==> src/rtl/fix_to_float_if.sv <==
// rtl/fix_to_float_if.sv - operand/result handshake bundle for fix_to_float
interface fix_to_float_if #(
  parameter int FIXED_OP_WIDTH = 40,
  parameter int FLOAT_OP_WIDTH = 16
);
  logic                      in_valid_i;
  logic                      in_ready_o;
  logic [FIXED_OP_WIDTH-1:0] fixed_point_value_i;
  logic                      out_valid_o;
  logic                      out_ready_i;
  logic [FLOAT_OP_WIDTH-1:0] float_point_value_o;
  logic                      inexact_flag_o;
  logic                      overflow_flag_o;

  modport master (
    output in_valid_i, fixed_point_value_i, out_ready_i,
    input  in_ready_o, out_valid_o, float_point_value_o, inexact_flag_o, overflow_flag_o
  );

  modport slave (
    input  in_valid_i, fixed_point_value_i, out_ready_i,
    output in_ready_o, out_valid_o, float_point_value_o, inexact_flag_o, overflow_flag_o
  );
endinterface

==> src/rtl/fix_to_float.sv <==
// rtl/fix_to_float.sv - signed fixed-point to binary float converter
// Magnitude is normalized one bit per cycle, then rounded to nearest-even.
module fix_to_float #(
  parameter int FIXED_OP_WIDTH = 40,
  parameter int FLOAT_OP_WIDTH = 16,
  parameter int EXP_MSB_POS    = 14,
  parameter int EXP_LSB_POS    = 10
) (
  input logic          clk_i,
  input logic          rst_i,
  fix_to_float_if.slave bus
);
  localparam int W  = FIXED_OP_WIDTH;
  localparam int MW = EXP_LSB_POS;
  localparam int EW = EXP_MSB_POS - EXP_LSB_POS + 1;
  localparam int PW = $clog2(W) + 1;
  localparam int XW = ((PW > EW) ? PW : EW) + 1;
  localparam logic [XW-1:0] EMAX = XW'((1 << EW) - 1);

  typedef enum logic [1:0] {IDLE, NORM, ROUND, DONE} state_t;

  state_t                    state_q;
  logic                      sign_q;
  logic [W-1:0]              sh_q;
  logic [PW-1:0]             p_q;
  logic                      in_ready_q;
  logic                      out_valid_q;
  logic [FLOAT_OP_WIDTH-1:0] float_q;
  logic                      inexact_q;
  logic                      overflow_q;

  logic [MW-1:0]             mant;
  logic                      guard;
  logic                      sticky;
  logic                      inc;
  logic [XW-1:0]             e_pre;
  logic [XW+MW-1:0]          sum;
  logic [XW-1:0]             e_res;
  logic                      ovf_d;
  logic [FLOAT_OP_WIDTH-1:0] float_d;
  logic                      stop;

  // Zero stops immediately like a pre-normalized operand, so latency stays S+2.
  assign stop = sh_q[W-1] | (p_q == PW'(MW)) | ~(|sh_q);

  always_comb begin
    mant   = sh_q[W-2 -: MW];
    guard  = sh_q[W-2-MW];
    sticky = |sh_q[W-3-MW:0];
    e_pre  = sh_q[W-1] ? (XW'(p_q) - XW'(MW - 1)) : '0;
    inc    = guard & (sticky | mant[0]);
    // Mantissa carry ripples straight into the exponent field.
    sum    = {e_pre, mant} + (XW+MW)'(inc);
    e_res  = sum[MW +: XW];
    ovf_d  = (e_res >= EMAX);
    if (ovf_d) begin
      float_d = FLOAT_OP_WIDTH'({sign_q, {EW{1'b1}}, {MW{1'b0}}});
    end else begin
      float_d = FLOAT_OP_WIDTH'({sign_q, e_res[EW-1:0], sum[MW-1:0]});
    end
  end

  always_ff @(posedge clk_i or posedge rst_i) begin
    if (rst_i) begin
      state_q     <= IDLE;
      sign_q      <= 1'b0;
      sh_q        <= '0;
      p_q         <= '0;
      in_ready_q  <= 1'b1;
      out_valid_q <= 1'b0;
      float_q     <= '0;
      inexact_q   <= 1'b0;
      overflow_q  <= 1'b0;
    end else begin
      case (state_q)
        IDLE: begin
          if (bus.in_valid_i) begin
            sign_q     <= bus.fixed_point_value_i[W-1];
            sh_q       <= bus.fixed_point_value_i[W-1] ? -bus.fixed_point_value_i
                                                        :  bus.fixed_point_value_i;
            p_q        <= PW'(W - 1);
            in_ready_q <= 1'b0;
            state_q    <= NORM;
          end
        end
        NORM: begin
          if (stop) begin
            state_q <= ROUND;
          end else begin
            sh_q <= sh_q << 1;
            p_q  <= p_q - 1'b1;
          end
        end
        ROUND: begin
          float_q     <= float_d;
          inexact_q   <= guard | sticky;
          overflow_q  <= ovf_d;
          out_valid_q <= 1'b1;
          state_q     <= DONE;
        end
        DONE: begin
          if (bus.out_ready_i) begin
            out_valid_q <= 1'b0;
            in_ready_q  <= 1'b1;
            state_q     <= IDLE;
          end
        end
        default: state_q <= IDLE;
      endcase
    end
  end

  assign bus.in_ready_o          = in_ready_q;
  assign bus.out_valid_o         = out_valid_q;
  assign bus.float_point_value_o = float_q;
  assign bus.inexact_flag_o      = inexact_q;
  assign bus.overflow_flag_o     = overflow_q;
endmodule

==> src/flat_wrapper.sv <==
// flat-port wrapper written by rule: the top's interface ports become plain ports
module fix_to_float_flat 
#(
  parameter int FIXED_OP_WIDTH = 40,
  parameter int FLOAT_OP_WIDTH = 16,
  parameter int EXP_MSB_POS    = 14,
  parameter int EXP_LSB_POS    = 10
)
  (clk_i, rst_i, bus_in_valid_i, bus_fixed_point_value_i, bus_out_ready_i, bus_in_ready_o, bus_out_valid_o, bus_float_point_value_o, bus_inexact_flag_o, bus_overflow_flag_o);
  fix_to_float_if #(.FIXED_OP_WIDTH(FIXED_OP_WIDTH), .FLOAT_OP_WIDTH(FLOAT_OP_WIDTH)) bus_i ();
  input logic clk_i;
  input logic rst_i;
  input wire logic [$bits(bus_i.in_valid_i)-1:0] bus_in_valid_i;
  input wire logic [$bits(bus_i.fixed_point_value_i)-1:0] bus_fixed_point_value_i;
  input wire logic [$bits(bus_i.out_ready_i)-1:0] bus_out_ready_i;
  output wire logic [$bits(bus_i.in_ready_o)-1:0] bus_in_ready_o;
  output wire logic [$bits(bus_i.out_valid_o)-1:0] bus_out_valid_o;
  output wire logic [$bits(bus_i.float_point_value_o)-1:0] bus_float_point_value_o;
  output wire logic [$bits(bus_i.inexact_flag_o)-1:0] bus_inexact_flag_o;
  output wire logic [$bits(bus_i.overflow_flag_o)-1:0] bus_overflow_flag_o;
  assign bus_i.in_valid_i = bus_in_valid_i;
  assign bus_i.fixed_point_value_i = bus_fixed_point_value_i;
  assign bus_i.out_ready_i = bus_out_ready_i;
  assign bus_in_ready_o = bus_i.in_ready_o;
  assign bus_out_valid_o = bus_i.out_valid_o;
  assign bus_float_point_value_o = bus_i.float_point_value_o;
  assign bus_inexact_flag_o = bus_i.inexact_flag_o;
  assign bus_overflow_flag_o = bus_i.overflow_flag_o;
  fix_to_float #(.FIXED_OP_WIDTH(FIXED_OP_WIDTH), .FLOAT_OP_WIDTH(FLOAT_OP_WIDTH), .EXP_MSB_POS(EXP_MSB_POS), .EXP_LSB_POS(EXP_LSB_POS)) u_core (.clk_i(clk_i), .rst_i(rst_i), .bus(bus_i));
endmodule
==> config.mk <==
export PLATFORM = sky130hd
export DESIGN_NAME = fix_to_float_flat
export DESIGN_NICKNAME = d
export VERILOG_FILES = /design/src/rtl/fix_to_float_if.sv /design/src/rtl/fix_to_float.sv /design/src/flat_wrapper.sv
export SDC_FILE = /design/constraint.sdc
export NUM_CORES = 1
export LEC_CHECK = 0
export CAP_MARGIN = 0
export CORE_AREA = 2 2 131 133
export DETAILED_ROUTE_END_ITERATION = 6
export DIE_AREA = 0 0 133 135
export GPL_ROUTABILITY_DRIVEN = 0
export MAX_ROUTING_LAYER = met4
export PLACE_DENSITY = 0.58
export SYNTH_ARGS = -nofsm -noshare
export SYNTH_HDL_FRONTEND = slang
export SYNTH_SLANG_ARGS = --single-unit
==> constraint.sdc <==
create_clock -name clk_i -period 4.1 [get_ports clk_i]
set_input_delay 0.41 -clock clk_i [delete_from_list [all_inputs] [get_ports clk_i]]
set_output_delay 0.41 -clock clk_i [all_outputs]
set_load 0.01 [all_outputs]
# Yosys cells after proc, flatten, opt, wreduce, memory -nomap -nowiden
# Index checks and enable logic that the tools add are counted.
[totals]
ff_bits = 70
inputBits = 44
out_inout_bits = 20
elab_cells = 57
[op_classes]
add_sub_neg = 4
n_lt_le_gt_ge = 1
eq_ne = 8
muxes = 18
n_bitwise = 6
n_reduce_logical = 11
[op_table]
columns = ["operator", "n"]
rows = [
  ["two-way mux 40 bit", 3],
  ["case mux 40 bit (2 select lines)", 1],
  ["negation 40 bit", 1],
  ["OR reduction 40 bit", 1],
  ["OR reduction 28 bit", 1],
  ["adder 18 x 1 -> 18 bit", 1],
  ["two-way mux 15 bit", 1],
  ["two-way mux 7 bit", 2],
  ["case mux 7 bit (2 select lines)", 1],
  ["AND reduction 3 bit", 3],
  [">= comparator 8 x 5 -> 1 bit, second input constant", 1],
  ["two-way mux 8 bit", 1],
  ["case mux 2 bit (4 select lines)", 1],
  ["subtractor 7 x 4 -> 8 bit, second input constant", 1],
  ["equality test 7 x 4 -> 1 bit, second input constant", 1],
  ["subtractor 7 x 1 -> 7 bit, second input constant", 1],
  ["two-way mux 2 bit", 3],
  ["!= test 2 bit, second input constant", 3],
  ["nonzero test 2 bit", 3],
  ["equality test 2 bit, second input constant", 2],
  ["bitwise OR 1 bit", 4],
  ["case mux 1 bit (2 select lines)", 2],
  ["AND reduction 2 bit", 2],
  ["two-way mux 1 bit", 3],
  ["other kinds (5)", 5],
]

# Depth between registers and ports, before layout
# Gate-level depths: netlist of run 1.
[depth]
ltp_word = 6
mapped_depth = 11
mapped_depth_nobuf = 8

# Worst setup path after synthesis of run 1
# No wires, ideal clock.
[synth_timing]
kind = "reg2reg"
from = "register u_core.p_q[0]"
to = "register u_core.float_q[0], in the netlist u_core.bus.float_point_value_o[0]"
setup_ns = 0.096
arrival_ns = 2.762
required_time_ns = 4.004
setup_slack_ns = 1.243
stages_incl_launch_ff = 10
path_buffers = 1
period_less_slack_ns = 2.857
cell_sequence = "dfrtp_1 -> inv_1 -> ha_1 -> and3b_1 -> or4b_4 -> a2111o_1 -> a2111oi_4 -> o32ai_2 -> buf_6 -> o32ai_2"
[synth_between]
elab_chain_cells = 5
[synth_rtl]
columns = ["item", "line_no", "text"]
rows = [
  ["start: declaration", "fix_to_float.sv:25", "logic [PW-1:0] p_q;"],
  ["start signal: assignment", "fix_to_float.sv:81", "p_q <= PW'(W - 1);"],
  ["start signal: assignment", "fix_to_float.sv:91", "p_q <= p_q - 1'b1;"],
  ["subtractor 7 x 4 -> 8 bit", "fix_to_float.sv:50", "e_pre = sh_q[W-1] ? (XW'(p_q) - XW'(MW - 1)) : '0;"],
  ["two-way mux 8 bit", "fix_to_float.sv:50", ""],
  ["adder 18 x 1 -> 18 bit", "fix_to_float.sv:53", "sum = {e_pre, mant} + (XW+MW)'(inc);"],
  [">= comparator 8 x 5 -> 1 bit", "fix_to_float.sv:55", "ovf_d = (e_res >= EMAX);"],
  ["two-way mux 15 bit", "fix_to_float.sv:56", "if (ovf_d) begin"],
  ["end signal: assignment", "fix_to_float.sv:95", "float_q <= float_d;"],
  ["end: declaration", "fix_to_float.sv:28", "logic [FLOAT_OP_WIDTH-1:0] float_q;"],
]
# No other way between the ends.
# A chain may end at the register's enable or synchronous reset.

# Worst setup path in the final report of run 1
[layout_timing]
from = "register u_core.p_q[0]"
to = "register u_core.float_q[12], in the netlist u_core.bus.float_point_value_o[12]"
[layout_between]
elab_chain_cells = 5
[layout_rtl]
columns = ["item", "line_no"]
rows = [
  ["subtractor 7 x 4 -> 8 bit (*)", "fix_to_float.sv:50"],
  ["two-way mux 8 bit (*)", "fix_to_float.sv:50"],
  ["adder 18 x 1 -> 18 bit (*)", "fix_to_float.sv:53"],
  [">= comparator 8 x 5 -> 1 bit", "fix_to_float.sv:55"],
  ["two-way mux 15 bit (*)", "fix_to_float.sv:56"],
]
# Mark *: on every way between the ends. The rest lies on a longest branch, timed or not.

==> results.cfg, run 1 <==
[critical_path]
reg_to_reg_setup_timing_slack_ns = 0.95
critical_path_endpoint_category = register
criticalPathCategory = reg2reg
cp.arrival_ns = 3.38
critical_path.cell_chain = inv_1 > ha_1 > and3b_1 > or4b_4 > a2111o_1 > a2111oi_4 > o32ai_2 > buf_4 > o32a_1
max_stage_delay_ns = 0.49
r2r.worst_path.cells = 9
critical_path.startpoint_type = register
cp.required_ns = 4.32
slowest_cell_on_the_critical_path = or4b_4
critical-path-top-delay-family = compound AO/OA/AOI/OAI gates
regToRegStartpoint = u_core.p_q[0]
critPathMaxFanout = 16
crit_reg_reg_endpoint = u_core.bus.float_point_value_o[12]
critical_path.n_buffers_inverters = 2

[timing]
timing.final.crit_period_ns = 3.15
min_period_over_period = 0.769
timing.final.ws_setup_ns = 0.946
grt_setup_unrepaired = no
max_slew_margin = 0.376
slew_violations = 0
fin_skew_ns = 0.00720
timing.fmax_mhz = 317
setup_tns_ns = 0
max_slew.worst_pin.slew_ns = 0.928
hold_ws_ns = 0.488
setup_violations = 0
finalHoldViolations = 0

[floorplanning]
floorplan_die_area_um2 = 18000
pin_count = 64
floorplan.rows = 47
floorplan.initialDensity = 0.297
die_w_um = 133
die_ht_um = 135
fp.coreArea_um2 = 16400

[clocking]
tritoncts = done
cts_setup_buffers = 0
path_clk_slew_ns = 0.06
sinks_on_the_clock_net = 70
inserted_clock_buffers = 9
hold_buffers = 0
htreeDepth = 3
clock_tree.buffer_depth = 2
worst_skew_pair.late_latency_ns = 0.34
cts_root_buffer = clkbuf_16
cts-resized-gates = 0

[pwr]
ir_worst_vdd_uv = 224
p_leak_nw = 2.33
power-per-cell-area_nw_per_um2 = 647

[finish]
antenna_cells = 0
fillerInstances = 1633
layout-drive-gt1-share = 0.101
finish.net_count = 642
area_delta_synth_final_pct = 23.4

[synthesis]
synth-async-reset-ratio = 1.00
largest_family_of_logic_cells_by_synthesized_area = compound AO/OA/AOI/OAI gates
post_synth.cell_area_avg_um2 = 8.96
edff_count_synth = 0
ys_types = 66
synthesized_netlist_cell_count = 544
synth_fp_nets = 596
synthDominantCellAreaShare = 0.354
seq_area_frac_synth = 0.360
share_of_cell_area_taken_by_muxes_after_synthesis = 0.0480
synth_top_cells_by_area = dfrtp_1 35%, xnor2_1 5.6%, nand2_1 5.0%
synth-xor-area-share = 0.0845
yosysWarnings = 0
yosys.area_share.simple = 0.205
post_synth_fa_ha_maj_area_fraction = 0.0205
area_fraction_in_compound_gates_after_synthesis = 0.231
yosys_register_bits = 70
post_synth_instance_area_um2 = 4870
yosys_most_used_dff = dfrtp_1
library_cell_occupying_the_most_area_in_the_post_synthesis_netlist = dfrtp_1

[drt]
num_vias = 4240
avgRoutedWirePerCell_um = 15.6
detail_route.first_pass.iterations = 7
ant_nets = 0
routed_wirelength_mm = 12.7
detail_route.vias_per_cell = 5.20
drt_drc_violations_left = 0
detailedRoute.firstIterationViolations = 251

[grt]
grt_pass1_vias = 4193
grt.overflow.total = 0
largest_net_degree_at_the_start_of_global_routing = 43
grt_use_total = 0.152
grt_use_met2 = 0.237
top_usage_layer = met2
groute.layer.met3.usage = 0.0289
met1_usage = 0.193
grt_pass1_wl_mm = 21.2
antenna_violations_before_repair = 0

[placed_design]
place_worst_setup_slack_ns = 0.820
post-dp-hpwl_mm = 9.33
port_buffers = 63

[status]
status = complete, no violations

[flow_run]
max-cap-violations = 0

[min_path]
hold_class = in2async
-- Yosys cell counts (4+ instances only) --
library cell,instances
o221ai_1,6
ha_1,8
or3_1,10
mux2i_1,20
nand2_1,65
nor2_1,27
o32ai_2,6
a21oi_1,28
o21ai_1,4
or4_1,10
a31oi_1,5
nand2b_1,5
o32ai_1,4
buf_2,4
nand4_1,6
nor4_1,17
o41ai_2,7
o22a_1,4
nor3_1,5
clkbuf_1,27
nor2b_1,4
o31ai_1,10
o21ai_0,42
and3_1,7
nand3_1,5
o41ai_1,6
xor2_1,16
dfrtp_1,69
inv_1,23
xnor2_1,31
or2_2,7
-- metal layers --
layer  share of wire  wire length, um
met4           0.021              267
met2            0.46             5890
met1            0.47             6010
met3           0.041              524
met5               0                0
-- layout make-up --
type / count / area, um2 / area share
clock buffer: 11 / 253 / 0.0420
timing repair buffer: 72 / 698 / 0.116
tap: 220 / 275 / 0.0458
multi-input combinational: 414 / 2870 / 0.477
clock inverter: 5 / 81.3 / 0.0135
sequential: 70 / 1750 / 0.291
inverter: 23 / 86.3 / 0.0144
-- cells in the final DEF, fill, tap and decap left out, types with 6 or more instances in the layout --
master,instances
or2_2,7
dfrtp_1,69
and3_1,7
buf_4,9
nor4_1,17
a21oi_1,28
o41ai_2,7
mux2i_1,20
ha_1,8
o221ai_1,6
inv_1,22
nand2_1,65
o32ai_2,6
nand4_1,6
o41ai_1,6
o21ai_0,41
xor2_1,16
or4_1,10
xnor2_1,31
nor2_1,27
clkdlybuf4s50_1,63
o31ai_1,10
or3_1,10
clkbuf_16,9
-- flip-flops by register name, summed over array words and instances, names as in the netlist --
| name | cells |
|---|---|
| u_core.sh_q | 40 |
| u_core.bus.float_point_value_o | 16 |
| u_core.p_q | 7 |
| u_core.state_q | 2 |
| u_core.bus.in_ready_o | 1 |
| u_core.bus.inexact_flag_o | 1 |
| u_core.bus.out_valid_o | 1 |
| u_core.bus.overflow_flag_o | 1 |
| u_core.sign_q | 1 |
-- how the worst max path moves through the flow --
stage	from	endpoint	slack (ns)	cells after the start
global route	u_core.p_q[0]	u_core.bus.float_point_value_o[6]	0.71	8
CTS	u_core.p_q[0]	u_core.bus.float_point_value_o[12]	0.93	9
global placement	bus_fixed_point_value_i[2]	u_core.sh_q[33]	0.90	7
detailed placement	bus_fixed_point_value_i[8]	u_core.sh_q[33]	0.82	7
floorplan	u_core.p_q[0]	u_core.bus.float_point_value_o[0]	1.24	9
finish	u_core.p_q[0]	u_core.bus.float_point_value_o[12]	0.95	9
-- per-stage QoR --
stage / cell area [um2] / instances / utilization / power [mW]
floorplan: 4870 / 544 / - / 2.46
global placement: 5680 / 799 / 0.346 / 2.99
detailed placement: 5680 / 799 / 0.346 / 3.04
CTS: 6020 / 815 / 0.367 / 3.93
global route: 6020 / 815 / 0.367 / 4.19
finish: 6020 / 815 / 0.367 / 3.89
-- cells by family (layout without fill, tap and decap cells) --
kind of cell | count (synthesis) | count (layout)
mux | 23 | 23
simple gates | 187 | 187
xor+xnor | 47 | 47
flops | 70 | 70
compound gates | 149 | 149
fa+ha+maj | 8 | 8
buf+inv | 60 | 111
-- power breakdown --
group	total (mW)	internal [mW]	switching [mW]	leakage, nW
combinational	1.70	0.766	0.937	1.33
clock	0.870	0.565	0.305	0.162
sequential	1.32	1.00	0.317	0.845
(Power assumes the default switching activity.)
==> run 2, diff against run 1 <==
Clock period 4.1 ns to 3.1 ns, I/O delays scaled along.
==> results.cfg, run 2 (synthesis gave the netlist of run 1 again) <==
[drt]
avgRoutedWirePerCell_um = 15.5
ant_nets = 0
routed-wl-met2_mm = 6.08
detailroute.wirelength.met3_um = 479
detail_route.first_pass.iterations = 6
routed_wirelength_mm = 12.9
drt_drc_violations_left = 0
detail_route.wirelength.met1_mm = 6.09
num_vias = 4331
detailedRoute.firstIterationViolations = 292
top_routing_layer_in_use = met4
detail_route.vias_per_cell = 5.21

[clocking]
htreeDepth = 3
hold_buffers = 0
cts_root_buffer = clkbuf_16
inserted_clock_buffers = 9
tritoncts = done
sinks_on_the_clock_net = 70
path_clk_slew_ns = 0.06
worst_skew_pair.late_latency_ns = 0.34
clock_tree.buffer_depth = 2

[critical_path]
reg_to_reg_setup_timing_slack_ns = 0.17
worst_setup_path_endpoint = u_core.bus.float_point_value_o[5]
slowest_cell_on_the_critical_path = or4b_4
critical_path.cell_chain = inv_1 > ha_1 > and3b_1 > or4b_4 > a2111o_1 > a2111oi_4 > o32ai_4 > buf_4 > o32ai_2
cp.required_ns = 3.35
crit_reg_reg_endpoint = u_core.bus.float_point_value_o[5]
criticalPathCategory = reg2reg
critical-path-top-delay-family = compound AO/OA/AOI/OAI gates
critical_path.n_buffers_inverters = 2
r2r.worst_path.cells = 9
max_stage_delay_ns = 0.51
worst_setup_path_startpoint = u_core.p_q[0]
worstSetupPathDepth = 9
critical_path_endpoint_category = register
critical_path.startpoint_type = register
cp.arrival_ns = 3.18
regToRegStartpoint = u_core.p_q[0]
critPathMaxFanout = 8

[finish]
antenna_cells = 0
final_cells = 832
layout-drive-gt1-share = 0.124
max_flop_register = u_core.sh_q
largest_register_ff_count = 40
fillerInstances = 1639
finish.net_count = 660
area_delta_synth_final_pct = 26.0
mostFrequentLayoutCell = dfrtp_1
most-common-layout-cells = 69 x dfrtp_1, 65 x nand2_1, 63 x clkdlybuf4s50_1
final_cell_area_um2 = 6140

[grt]
antenna_violations_before_repair = 0
largest_net_degree_at_the_start_of_global_routing = 46
grt.overflow.total = 0
grt_pass1_vias = 4402
grt_pass1_wl_mm = 21.8
grt_use_total = 0.155

[floorplanning]
floorplan.initialDensity = 0.297
die_w_um = 133
die_ht_um = 135
pin_count = 64
floorplan_die_area_um2 = 18000
floorplan.rows = 47
fp.coreArea_um2 = 16400

[timing]
slew_violations = 0
max_slew_margin = 0.613
setup_violations = 0
max_slew.worst_pin.slew_ns = 0.579
setup_tns_ns = 0
min_period_over_period = 0.946
hold_ws_ns = 0.367
fin_skew_ns = 0.00924
timing.final.crit_period_ns = 2.93
finalHoldViolations = 0
timing.fmax_mhz = 341

[pwr]
p_leak_nw = 2.40
total_power_mw = 5.11
power-per-cell-area_nw_per_um2 = 832
ir_worst_vdd_uv = 356

[min_path]
hold_class = in2async

[flow_run]
max-cap-violations = 0

[status]
status = complete, no violations

[placed_design]
postPlaceCellArea_um2 = 5830
dp_cells = 817
port_buffers = 63
post-dp-hpwl_mm = 9.57
-- run 2: cell count changes in the layout (fill, tap and decap cells not counted), sizes merged --
cell / previous run / this run
buf: 9 / 27
clkinv: 2 / 0
bufinv: 2 / 1
clkbuf: 11 / 12
clkinvlp: 1 / 2
-- run 2: per-layer routing --
metal | vias up | track usage
met2 | 91 | 0.248
met1 | 2079 | 0.194
met5 | - | -
li1 | 2142 | -
met4 | 0 | 0.0645
met3 | 19 | 0.0267
-- run 2: stage by stage --
| stage | setup WS (ns) | utilization |
|---|---|---|
| 6_report | 0.168 | 0.374 |
| 5_1_grt | -0.0493 | 0.374 |
| 4_1_cts | 0.142 | 0.373 |
| 3_5_place_dp | 0.0558 | 0.355 |
| 3_3_place_gp | 0.0899 | 0.355 |
| 2_1_floorplan | 0.243 | - |
-- run 2: how the worst min path moves through the flow --
| stage | slack, ns | startpoint | endpoint | cells past startpoint |
|---|---|---|---|---|
| after floorplan | 0.44 | u_core.sign_q | u_core.sign_q | 2 |
| after global placement | 0.47 | u_core.sign_q | u_core.sign_q | 2 |
| after detailed placement | 0.48 | u_core.sign_q | u_core.sign_q | 2 |
| after CTS | 0.39 | rst_i | u_core.p_q[3] | 2 |
| after global routing | 0.42 | rst_i | u_core.bus.out_valid_o | 2 |
| final | 0.37 | rst_i | u_core.p_q[3] | 2 |
-- run 2: cell type report --
cell class / count / area, um2 / area share
clock inverter: 3 / 45.0 / 0.00734
sequential: 70 / 1750 / 0.286
inverter: 23 / 86.3 / 0.0141
timing repair buffer: 90 / 846 / 0.138
tap: 220 / 275 / 0.0448
multi-input combinational: 414 / 2890 / 0.470
clock buffer: 12 / 246 / 0.0401
-- run 2: report_power, final --
group | switching, mW | internal [mW] | total (mW)
clock network | 0.384 | 0.640 | 1.02
registers | 0.382 | 1.32 | 1.71
logic | 1.30 | 1.08 | 2.38
-- run 2: repair_timing --
action	CTS	global route
buffers inserted	0	0
resized for setup	0	3
endpoints found under the setup margin	0	10
==> run 3, diff against run 2 <==
Settings changed: CELL_PAD_IN_SITES_DETAIL_PLACEMENT from default to 2, CELL_PAD_IN_SITES_GLOBAL_PLACEMENT from default to 2, PLACE_DENSITY 0.58 to 0.81.
Clock period 3.1 ns to 3.74 ns, I/O delays scaled along.
==> results.cfg, run 3 (synthesis gave the netlist of run 1 again) <==
[timing]
timing.final.crit_period_ns = 3.29
setup_tns_ns = 0
max_slew.worst_pin.slew_ns = 0.876
grt_setup_unrepaired = no
min_period_over_period = 0.879
timing.fmax_mhz = 304
setup_violations = 0
max_slew_margin = 0.415
slew_violations = 0
fin_skew_ns = 0.00825
finalHoldViolations = 0

[grt]
grt_pass1_vias = 4794
antenna_violations_before_repair = 0
grt.overflow.total = 0
largest_net_degree_at_the_start_of_global_routing = 47
grt_pass1_wl_mm = 26.5
grt_use_total = 0.194

[finish]
largest_register_ff_count = 40
seq_area_um2 = 1750
layout-drive-gt1-share = 0.0992
fillerInstances = 1808
mostFrequentLayoutCell = dfrtp_1
finish.net_count = 644
area_occupied_by_multi_input_gates_um2 = 2870
final_cells = 815
area_delta_synth_final_pct = 22.8
antenna_cells = 0
most-common-layout-cells = 69 x dfrtp_1, 65 x nand2_1, 63 x clkdlybuf4s50_1
max_flop_register = u_core.sh_q

[floorplanning]
die_ht_um = 135
floorplan.rows = 47
floorplan.initialDensity = 0.297
pin_count = 64
fp.coreArea_um2 = 16400
floorplan_die_area_um2 = 18000
die_w_um = 133

[pwr]
p_leak_nw = 2.33
power-per-cell-area_nw_per_um2 = 716
ir_worst_vdd_uv = 231

[clocking]
tritoncts = done
inserted_clock_buffers = 9
sinks_on_the_clock_net = 70
worst_skew_pair.late_latency_ns = 0.35
clock_tree.buffer_depth = 2
cts-resized-gates = 0
cts_setup_buffers = 0
htreeDepth = 3
cts_root_buffer = clkbuf_16
path_clk_slew_ns = 0.06
hold_buffers = 0

[placed_design]
port_buffers = 63
post-dp-hpwl_mm = 11.9
dp_cells = 801

[drt]
ant_nets = 0
routed_wirelength_mm = 16.1
num_vias = 4458
detailedRoute.firstIterationViolations = 132
avgRoutedWirePerCell_um = 19.7
drt_drc_violations_left = 0
detail_route.vias_per_cell = 5.47
detail_route.first_pass.iterations = 4

[critical_path]
regToRegStartpoint = u_core.p_q[0]
cp.required_ns = 3.95
slowest_cell_on_the_critical_path = or4b_4
max_stage_delay_ns = 0.51
cp.arrival_ns = 3.50
critical_path.startpoint_type = register
worst_setup_path_startpoint = u_core.p_q[0]
critical_path_endpoint_category = register
criticalPathCategory = reg2reg
critPathMaxFanout = 16
critical_path.cell_chain = inv_1 > ha_1 > and3b_1 > or4b_4 > a2111o_1 > a2111oi_4 > o32ai_2 > buf_4 > o32ai_1

[flow_run]
max-cap-violations = 0

[status]
status = complete, no violations

[min_path]
hold_path.startpoint = u_core.bus.out_valid_o
hold_class = reg2reg
## run 3: cell types whose count changed in the layout (fill, tap and decap cells not counted), sizes merged
cell	before	now
buf	27	11
clkbuf	12	13
clkinv	0	1
clkinvlp	2	0
bufinv	1	0
## run 3: worst max-delay path: cells and delay by family (launching register included)
kind | cells | cell delay (ns)
AOI/OAI and AO/OA | 4 | 1.21
DFF | 1 | 0.46
and+or+nand+nor | 2 | 0.76
buffers and inverters | 2 | 0.35
adders and majority gates | 1 | 0.37
## run 3: where the power goes
| part | total [mW] | switching, mW | leakage, nW | internal [mW] |
|---|---|---|---|---|
| Clock | 0.825 | 0.329 | 0.138 | 0.495 |
| Combinational | 1.99 | 1.13 | 1.34 | 0.858 |
| Sequential | 1.48 | 0.379 | 0.845 | 1.10 |
| Total | 4.29 | 1.84 | 2.33 | 2.45 |
## run 3: metal layers
layer / share of wire / wire, um / track usage / up-vias
met5: 0 / 0 / - / -
met4: 0.014 / 220 / 0.0597 / 0
met3: 0.030 / 483 / 0.0297 / 18
met2: 0.53 / 8460 / 0.350 / 69
met1: 0.43 / 6930 / 0.222 / 2276
li1: - / - / - / 2095
## run 3: worst paths after layout
check / slack, ns / endpoint / cells past startpoint
min: 0.49 / u_core.bus.out_valid_o / 2
max: 0.45 / u_core.bus.float_point_value_o[6] / 9
max reg2reg: 0.45 / u_core.bus.float_point_value_o[6] / 9
min reg2reg: 0.49 / u_core.bus.out_valid_o / 2
min in group asynchronous: 0.55 / u_core.bus.overflow_flag_o / 2
max in group asynchronous: 2.37 / u_core.bus.in_ready_o / 3
## run 3: stage by stage
| stage | hold WS [ns] | power (mW) | setup WS, ns | util | area [um2] |
|---|---|---|---|---|---|
| global placement | 0.470 | 3.31 | 0.570 | 0.348 | 5710 |
| global route | 0.510 | 4.62 | 0.231 | 0.365 | 5980 |
| detailed placement | 0.478 | 3.48 | 0.458 | 0.348 | 5710 |
| finish | 0.491 | 4.29 | 0.453 | 0.365 | 5980 |
| floorplan | 0.444 | 2.69 | 0.883 | - | 4870 |
| CTS | 0.490 | 4.34 | 0.406 | 0.365 | 5980 |
## run 3: cell type report
| cell class | count | share of cell area |
|---|---|---|
| well taps | 220 | 0.0460 |
| inverters | 23 | 0.0144 |
| clock buffers | 13 | 0.0452 |
| repair buffers | 74 | 0.121 |
| multi-input cells | 414 | 0.479 |
| clock inverters | 1 | 0.000836 |
| flip-flops and latches | 70 | 0.293 |
